<file path="src/rtl/asrv32_tm_pkg.sv">
// asrv32_tm_pkg: shared encodings for the asrv32 end-of-test monitor.
//   - monitor state, termination cause and verdict codes
//   - the ebreak encoding and the riscv-tests exit magic held in x17
//   - trace entry widths for the register-file and data-memory channels
package asrv32_tm_pkg;

    localparam logic [1:0] ST_IDLE = 2'd0;
    localparam logic [1:0] ST_RUN  = 2'd1;
    localparam logic [1:0] ST_DONE = 2'd2;

    localparam logic [1:0] CAUSE_NONE    = 2'd0;
    localparam logic [1:0] CAUSE_EBREAK  = 2'd1;
    localparam logic [1:0] CAUSE_LIMIT   = 2'd2;
    localparam logic [1:0] CAUSE_TIMEOUT = 2'd3;

    localparam logic [1:0] VERDICT_UNKNOWN = 2'd0;
    localparam logic [1:0] VERDICT_PASS    = 2'd1;
    localparam logic [1:0] VERDICT_FAIL    = 2'd2;

    localparam logic [31:0] EBREAK_INST = 32'h0010_0073;
    localparam logic [31:0] EXIT_MAGIC  = 32'h0000_005d;

    localparam int unsigned RF_TRACE_W  = 37;
    localparam int unsigned MEM_TRACE_W = 68;

    // riscv-tests exit protocol: x17 holds the magic, x10 is zero on success.
    function automatic logic [1:0] exit_verdict(input logic [31:0] x17, input logic [31:0] x10);
        if (x17 != EXIT_MAGIC) begin
            return VERDICT_UNKNOWN;
        end
        return (x10 == 32'd0) ? VERDICT_PASS : VERDICT_FAIL;
    endfunction

endpackage

</file>
<file path="src/rtl/asrv32_trace_fifo.sv">
// asrv32_trace_fifo: first-word-fall-through trace buffer.
//   push/din     : enqueue din (dropped and overflow set when full without a pop)
//   pop          : dequeue the head (ignored when empty)
//   dout/valid   : head entry, zero when empty
//   full         : all DEPTH entries occupied
//   overflow     : sticky, an entry was dropped since reset
module asrv32_trace_fifo
    import asrv32_tm_pkg::*;
#(
    parameter int unsigned WIDTH = 32,
    parameter int unsigned DEPTH = 16
) (
    input  logic             clk,
    input  logic             rst_n,
    input  logic             push,
    input  logic             pop,
    input  logic [WIDTH-1:0] din,
    output logic [WIDTH-1:0] dout,
    output logic             valid,
    output logic             full,
    output logic             overflow
);

    localparam int unsigned AW = $clog2(DEPTH);

    // One extra pointer bit separates full (MSBs differ) from empty (equal).
    logic [AW:0]      wr_ptr_q;
    logic [AW:0]      rd_ptr_q;
    logic [WIDTH-1:0] mem_q [DEPTH];
    logic             overflow_q;
    logic             empty;
    logic             do_pop;
    logic             do_push;

    always_comb begin
        empty   = (wr_ptr_q == rd_ptr_q);
        full    = (wr_ptr_q[AW] != rd_ptr_q[AW]) && (wr_ptr_q[AW-1:0] == rd_ptr_q[AW-1:0]);
        do_pop  = pop && !empty;
        // A pop in the same cycle frees the slot, so a full FIFO still accepts.
        do_push = push && (!full || do_pop);
    end

    always_ff @(posedge clk or negedge rst_n) begin
        if (!rst_n) begin
            wr_ptr_q   <= '0;
            rd_ptr_q   <= '0;
            overflow_q <= 1'b0;
            for (int unsigned i = 0; i < DEPTH; i++) begin
                mem_q[i] <= '0;
            end
        end else begin
            if (do_push) begin
                mem_q[wr_ptr_q[AW-1:0]] <= din;
                wr_ptr_q                <= wr_ptr_q + 1'b1;
            end
            if (do_pop) begin
                rd_ptr_q <= rd_ptr_q + 1'b1;
            end
            if (push && !do_push) begin
                overflow_q <= 1'b1;
            end
        end
    end

    assign valid    = !empty;
    assign dout     = empty ? '0 : mem_q[rd_ptr_q[AW-1:0]];
    assign overflow = overflow_q;

endmodule

</file>
<file path="src/rtl/asrv32_test_monitor.sv">
// asrv32_test_monitor: end-of-test detector and write tracer for the asrv32 SoC.
//   clk, rst_n                 : clock, asynchronous active-low reset
//   i_run                      : IDLE -> RUN when high
//   i_inst/i_inst_valid/i_iaddr: retiring instruction probe
//   i_rf_*                     : base-register write probe
//   i_mem_*                    : data-memory write probe
//   i_rf_pop/i_mem_pop         : drain the trace FIFOs
//   o_*_trace*, o_*_overflow   : trace FIFO heads, valids and sticky drop flags
//   o_state/o_done/o_cause     : monitor state and termination cause
//   o_verdict/o_exit_code      : riscv-tests result from shadow x17/x10
//   o_cycle_count/o_retired_count : RUN cycles and retired instructions
module asrv32_test_monitor
    import asrv32_tm_pkg::*;
#(
    parameter int unsigned MEMORY_DEPTH   = 2000,
    parameter int unsigned TIMEOUT_CYCLES = 100000,
    parameter int unsigned TRACE_DEPTH    = 16,
    parameter int unsigned CNT_W          = 32
) (
    input  logic                   clk,
    input  logic                   rst_n,
    input  logic                   i_run,
    input  logic [31:0]            i_inst,
    input  logic                   i_inst_valid,
    input  logic [31:0]            i_iaddr,
    input  logic                   i_rf_wr_en,
    input  logic [4:0]             i_rf_rd_addr,
    input  logic [31:0]            i_rf_rd_data,
    input  logic                   i_mem_wr_en,
    input  logic [31:0]            i_mem_addr,
    input  logic [31:0]            i_mem_data,
    input  logic [3:0]             i_mem_mask,
    input  logic                   i_rf_pop,
    input  logic                   i_mem_pop,
    output logic                   o_rf_trace_valid,
    output logic                   o_mem_trace_valid,
    output logic [RF_TRACE_W-1:0]  o_rf_trace,
    output logic [MEM_TRACE_W-1:0] o_mem_trace,
    output logic                   o_rf_overflow,
    output logic                   o_mem_overflow,
    output logic [1:0]             o_state,
    output logic                   o_done,
    output logic [1:0]             o_cause,
    output logic [1:0]             o_verdict,
    output logic [31:0]            o_exit_code,
    output logic [CNT_W-1:0]       o_cycle_count,
    output logic [CNT_W-1:0]       o_retired_count
);

    localparam logic [31:0]      ADDR_LIMIT   = 32'(MEMORY_DEPTH - 4);
    localparam logic [CNT_W-1:0] TIMEOUT_LAST = CNT_W'(TIMEOUT_CYCLES - 1);

    logic [1:0]       state_q, state_d;
    logic [1:0]       cause_q, cause_d;
    logic [1:0]       verdict_q, verdict_d;
    logic [31:0]      x10_q, x10_d;
    logic [31:0]      x17_q, x17_d;
    logic [CNT_W-1:0] cycle_q, cycle_d;
    logic [CNT_W-1:0] retired_q, retired_d;

    logic in_run;
    logic rf_push;
    logic mem_push;
    logic is_ebreak;
    logic is_limit;
    logic is_timeout;
    logic unused_rf_full;
    logic unused_mem_full;

    always_comb begin
        in_run     = (state_q == ST_RUN);
        rf_push    = in_run && i_rf_wr_en && (i_rf_rd_addr != 5'd0);
        mem_push   = in_run && i_mem_wr_en;
        is_ebreak  = i_inst_valid && (i_inst == EBREAK_INST);
        is_limit   = i_inst_valid && (i_iaddr >= ADDR_LIMIT);
        is_timeout = (TIMEOUT_CYCLES != 0) && (cycle_q == TIMEOUT_LAST);

        state_d   = state_q;
        cause_d   = cause_q;
        verdict_d = verdict_q;
        x10_d     = x10_q;
        x17_d     = x17_q;
        cycle_d   = cycle_q;
        retired_d = retired_q;

        unique case (state_q)
            ST_IDLE: begin
                if (i_run) begin
                    state_d = ST_RUN;
                end
            end
            ST_RUN: begin
                if (cycle_q != '1) begin
                    cycle_d = cycle_q + 1'b1;
                end
                if (i_inst_valid && (retired_q != '1)) begin
                    retired_d = retired_q + 1'b1;
                end
                if (i_rf_wr_en && (i_rf_rd_addr == 5'd10)) begin
                    x10_d = i_rf_rd_data;
                end
                if (i_rf_wr_en && (i_rf_rd_addr == 5'd17)) begin
                    x17_d = i_rf_rd_data;
                end
                if (is_ebreak || is_limit || is_timeout) begin
                    state_d = ST_DONE;
                    if (is_ebreak) begin
                        cause_d = CAUSE_EBREAK;
                    end else if (is_limit) begin
                        cause_d = CAUSE_LIMIT;
                    end else begin
                        cause_d = CAUSE_TIMEOUT;
                    end
                    // Uses next-state shadows so a write on the final cycle counts.
                    verdict_d = exit_verdict(x17_d, x10_d);
                end
            end
            default: ;
        endcase
    end

    always_ff @(posedge clk or negedge rst_n) begin
        if (!rst_n) begin
            state_q   <= ST_IDLE;
            cause_q   <= CAUSE_NONE;
            verdict_q <= VERDICT_UNKNOWN;
            x10_q     <= '0;
            x17_q     <= '0;
            cycle_q   <= '0;
            retired_q <= '0;
        end else begin
            state_q   <= state_d;
            cause_q   <= cause_d;
            verdict_q <= verdict_d;
            x10_q     <= x10_d;
            x17_q     <= x17_d;
            cycle_q   <= cycle_d;
            retired_q <= retired_d;
        end
    end

    asrv32_trace_fifo #(
        .WIDTH (RF_TRACE_W),
        .DEPTH (TRACE_DEPTH)
    ) u_rf_fifo (
        .clk      (clk),
        .rst_n    (rst_n),
        .push     (rf_push),
        .pop      (i_rf_pop),
        .din      ({i_rf_rd_addr, i_rf_rd_data}),
        .dout     (o_rf_trace),
        .valid    (o_rf_trace_valid),
        .full     (unused_rf_full),
        .overflow (o_rf_overflow)
    );

    asrv32_trace_fifo #(
        .WIDTH (MEM_TRACE_W),
        .DEPTH (TRACE_DEPTH)
    ) u_mem_fifo (
        .clk      (clk),
        .rst_n    (rst_n),
        .push     (mem_push),
        .pop      (i_mem_pop),
        .din      ({i_mem_mask, i_mem_addr, i_mem_data}),
        .dout     (o_mem_trace),
        .valid    (o_mem_trace_valid),
        .full     (unused_mem_full),
        .overflow (o_mem_overflow)
    );

    assign o_state         = state_q;
    assign o_done          = (state_q == ST_DONE);
    assign o_cause         = cause_q;
    assign o_verdict       = verdict_q;
    assign o_exit_code     = {1'b0, x10_q[31:1]};
    assign o_cycle_count   = cycle_q;
    assign o_retired_count = retired_q;

endmodule

</file>
<file path="config.mk">
export PLATFORM = sky130hd
export DESIGN_NAME = asrv32_test_monitor
export DESIGN_NICKNAME = d
export VERILOG_FILES = /design/src/rtl/asrv32_tm_pkg.sv /design/src/rtl/asrv32_trace_fifo.sv /design/src/rtl/asrv32_test_monitor.sv
export SDC_FILE = /design/constraint.sdc
export NUM_CORES = 2
export LEC_CHECK = 0
export BUFFER_PORTS_ARGS = -buffer_cell sky130_fd_sc_hd__clkbuf_2
export CAP_MARGIN = 30
export CORE_MARGIN = 4
export CORE_UTILIZATION = 44
export CTS_BUF_LIST = sky130_fd_sc_hd__clkbuf_16
export DETAILED_ROUTE_END_ITERATION = 7
export SLEW_MARGIN = 20
export SYNTH_ARGS = -nofsm -noshare
export SYNTH_HDL_FRONTEND = slang
export SYNTH_HIERARCHICAL = 1
export SYNTH_SLANG_ARGS = --single-unit
</file>
<file path="constraint.sdc">
create_clock -name clk -period 2.5 [get_ports clk]
set_input_delay 0.25 -clock clk [delete_from_list [all_inputs] [get_ports clk]]
set_output_delay 0.25 -clock clk [all_outputs]
set_load 0.03 [all_outputs]
</file>
==> Word level (Yosys, flattened, before mapping) <==
Index checks and enable logic that the tools add are counted.
Widths: inputs -> output; s select.
{ "totals": {"elab_cells": 144, "reg_bits": 1836, "output_inout_bits": 212, "inputBits": 177} }
{ "op_classes": {"n_bitwise": 4, "n_reduce_logical": 36, "magnitude_cmp": 7, "n_addsub": 6, "muxes": 29, "eq_ne": 17} }
{ "op_table": {"columns": ["op", "n"], "rows": [
  ["$bwmux 1088", 1],
  ["$bwmux 592", 1],
  ["$bmux 68 s4", 1],
  ["$demux 68 s4", 1],
  ["$mux 68", 4],
  ["$bmux 37 s4", 1],
  ["$demux 37 s4", 1],
  ["$mux 37", 4],
  ["$mux 32", 4],
  ["$add 32x1->32 const B", 2],
  ["$ne 32x32->1 const B", 2],
  ["$eq 32x17->1 const B", 1],
  ["$eq 32x21->1 const B", 1],
  ["$ge 32x11->1 const B", 1],
  ["$logic_not 32->1", 1],
  ["$ne 32x7->1 const B", 1],
  ["$add 5x1->5 const B", 4],
  ["$ge 5x5->1 const B", 4],
  ["$not 4->5", 4],
  ["$logic_and 1x1->1", 18],
  ["$mux 2", 6],
  ["$eq 5x5->1", 2],
  ["$lt 5x1->1 const B", 2],
  ["$eq 4x4->1", 2],
  ["16 further kinds", 30]
]} }

==> Depth between registers and ports, before layout <==
{ "depth": {"word_depth": 9, "ltp_mapped": 9, "depth_no_buf": 7} }

==> Modules after synthesis <==
Netlist, hierarchy kept.
{ "modules_own_cells": {"columns": ["module", "instances", "area_each_um2", "seq_area_each_um2", "cells_each"], "rows": [
  ["asrv32_trace_fifo at u_mem_fifo", 1, 49276.0, 27501.4, 3031],
  ["asrv32_trace_fifo at u_rf_fifo", 1, 27302.4, 15089.5, 1684],
  ["asrv32_test_monitor", 1, 6346.1, 3353.2, 551]
]} }

==> Worst setup path after synthesis <==
No wires, ideal clock.
{ "synth_timing": {"kind": "register to output", "start": "reg u_mem_fifo.rd_ptr_q[1]", "end": "out o_mem_trace[58]", "arrival_ns": 2.281, "n_path_buf": 5, "setup_slack_ns": -0.031, "path_stages_with_launch": 10, "required_ns": 2.250, "cell_sequence": "dfrtp_1 clkbuf_1 xnor2_1 nand4_2 buf_4 buf_2 nor2_1 buf_2 buf_2 a21oi_1"} }
{ "synth_via": {"elab_chain_cells": 5, "word_cells_on_any_way": 6, "classes_between": "eq/ne (1); mux (4); bitwise (1)"} }
{ "synth_lines": {"columns": ["element", "line_no", "text"], "rows": [
  ["from (decl)", "asrv32_trace_fifo.sv:28", "logic [AW:0] rd_ptr_q;"],
  ["from (signal assigned)", "asrv32_trace_fifo.sv:57", "rd_ptr_q <= rd_ptr_q + 1'b1;"],
  ["$not 4->5 (not written as such)", "asrv32_trace_fifo.sv:66", "assign dout = empty ? '0 : mem_q[rd_ptr_q[AW-1:0]];"],
  ["$bmux 68 s4", "asrv32_trace_fifo.sv:66", null],
  ["$mux 68 (not written as such) (2 in series)", "asrv32_trace_fifo.sv:66", null],
  ["$mux 68 (*)", "asrv32_trace_fifo.sv:66", null],
  ["to (decl)", "asrv32_test_monitor.sv:38", "output logic [MEM_TRACE_W-1:0] o_mem_trace,"]
]} }
Mark *: on every way between the ends. The rest lies on a longest branch, timed or not. The select of a mux whose other input is x is not followed.

==> Final worst setup path <==
{ "layout_timing": {"start": "reg u_mem_fifo.rd_ptr_q[0]", "end": "out o_mem_trace[36]"} }
Same word-level chain as after synthesis.

==> reports/results.ini <==
[timing]
max_freq_mhz=310
setup_slack_ps=-721
slew_viol_final=0
slew_headroom_pct=48.0
fin_skew_ps=66.2
period_minus_slack_ps=3220
worst_pin_slew_ps=773
setup_violations=968
finalHoldViolCount=0
rsz0062_at_grt=true
fin_crit_sh_pct=129
holdWs_ps=96.0

[critical_path]
cpPeakStageDelay_ps=530
cp_data_arrival_time_ps=2970
critPathTopFamily=buffers and inverters
cp_slowest_cell=mux4_2
reg2reg_depth=10
crit_type=flop to output port
crit_required_ps=2250
r2r-start=u_mem_fifo/rd_ptr_q[0]
r2r_setup_slack_ps=-260
cp_cell_sequence=buf_12, buf_16, buf_16, mux4_2, a22oi_2, a21oi_2, clkbuf_8
crit_top_cell=buf_16
crit_buf_inv=4
cp-end-kind=output port
cp-start-kind=flop
cp_max_fo=8
rr_endpoint=u_mem_fifo/mem_q[575]

[cells_and_area]
final_cell_mix=dfrtp_1 (1832), mux2_2 (1559), mux4_2 (420)
final_common_cell=dfrtp_1
layout-drive-gt1-share_pct=56.9
final_core_util_pct=55.4
syn_to_final_growth_pct=25.3
fillers=14923
final_area_um2=104000
seqCellArea_um2=46000
multiInputGateArea_um2=36200
num-nets-final=6258

[detailed_routing]
dr.pass1.iters=5
drcViolationCount=0
routed_via_density=5.78
drt_iter0_drc=3405
via_count=50492
routed_wl_mm=244
wl_per_cell_um=27.9
ant_nets=0

[die]
die_x_um=442
die_h_um=442
die-area_um2=195000
initial_core_util_pct=44.2
core_um2=188000
ios=389
rows=159

[clock_tree]
clock_latency_ps=830
clkSlewWorstSetupHoldPaths_ps=60
cts_buffers=199
clock-root-buffer=clkbuf_16
h-tree-depth=4
cts_buffer_depth=3
cts_tree=yes
cts_num_sinks=1836

[status]
status=finished, violations left
violations=setup timing

[yosys]
synth_nets=5453
syn_avg_cell_area_um2=15.8
synth_area_um2=82900
yosysWarningCount=6
synthCells=5264

[placed_design]
portBuffers=385
dp_slack_ps=-217
dpl.hpwl_mm=134
place_congestion=0.828
dpl_cell_area_um2=90800

[global_route]
grt_overflow=0
grt_pass1_wl_mm=344
grt_pass1_vias=52907
grtUsageTotal_pct=23.0
antenna_found_initial=17
grt_start_max_net_pins=101

[pwr]
ir_drop_uv=744
p_per_area_nw_per_um2=803
power.total_uw=83500
p_leak_uw=0.0504

[run]
drv_cap=0

[min_path]
worstHoldStart=i_mem_wr_en
hold_class=input port to flop
hold_path_end=u_mem_fifo/overflow
whs_path_depth=4

worst register-to-register path, stage by stage, from the launching register on:
cell	delay, ps
dfrtp_4	510
buf_4	170
xnor2_4	130
nand4_2	150
buf_6	170
buf_4	140
buf_12	140
o31ai_4	340
buf_4	230
buf_6	290
mux2_2	390
report_power, final:
| group | switching (uW) | internal, uW |
|---|---|---|
| Sequential | 674 | 30800 |
| Clock | 12300 | 15700 |
| Combinational | 12800 | 11100 |
| Total | 25800 | 57700 |
metal layers:
metal	wire (um)	share of wire, %	global-route usage (%)	vias to the layer above
li1	-	-	-	21452
met1	110000	45	32.6	27453
met2	114000	47	36.4	1279
met3	12800	5.2	4.25	308
met4	7150	2.9	6.79	0
met5	0	0	0	-
per-stage QoR:
stage,setup TNS (ps),instances
after floorplan,-170,5264
after global routing,-179420,8739
final,-124190,8742
after global placement,-4970,8042
after CTS,-134520,8598
after detailed placement,-8210,8042
worst max-delay path by stage:
stage / startpoint / end / slack (ps) / cells past startpoint
global route: u_mem_fifo/rd_ptr_q[0] / o_mem_trace[18] / -800 / 8
CTS: u_mem_fifo/rd_ptr_q[0] / o_mem_trace[48] / -800 / 6
floorplan: u_mem_fifo/rd_ptr_q[1] / o_mem_trace[58] / -20 / 9
global placement: u_mem_fifo/rd_ptr_q[0] / o_mem_trace[36] / -200 / 8
finish: u_mem_fifo/rd_ptr_q[0] / o_mem_trace[36] / -720 / 7
detailed placement: u_mem_fifo/rd_ptr_q[0] / o_mem_trace[36] / -220 / 8
what timing repair did:
item	CTS	global route
setup buffers	57	84
hold buffers	115	0
hold endpoints to repair	2666	0
gates resized for setup	338	375
cloned	16	69
pin swaps	79	130
endpoints found under the setup margin	456	1410
sequential cells by signal, indices dropped and copies added, names as in the netlist, 2 cells and up:
name,count
x17_q,32
o_cycle_count,32
o_cause,2
x10_q,32
o_verdict,2
o_state,2
u_mem_fifo/mem_q,1088
u_mem_fifo/rd_ptr_q,5
u_mem_fifo/wr_ptr_q,5
u_rf_fifo/rd_ptr_q,5
u_rf_fifo/wr_ptr_q,5
o_retired_count,32
u_rf_fifo/mem_q,592
cell type report:
| class | count | share of cell area (%) |
|---|---|---|
| flip-flops and latches | 1836 | 44.2 |
| inverters | 15 | 0.0542 |
| repair buffers | 1078 | 11.9 |
| clock buffers | 203 | 4.89 |
| clock inverters | 167 | 1.06 |
| multi-input cells | 2939 | 34.8 |
| well taps | 2495 | 3.00 |
| diodes | 9 | 0.0217 |
Power figures use the tool's default switching activity.
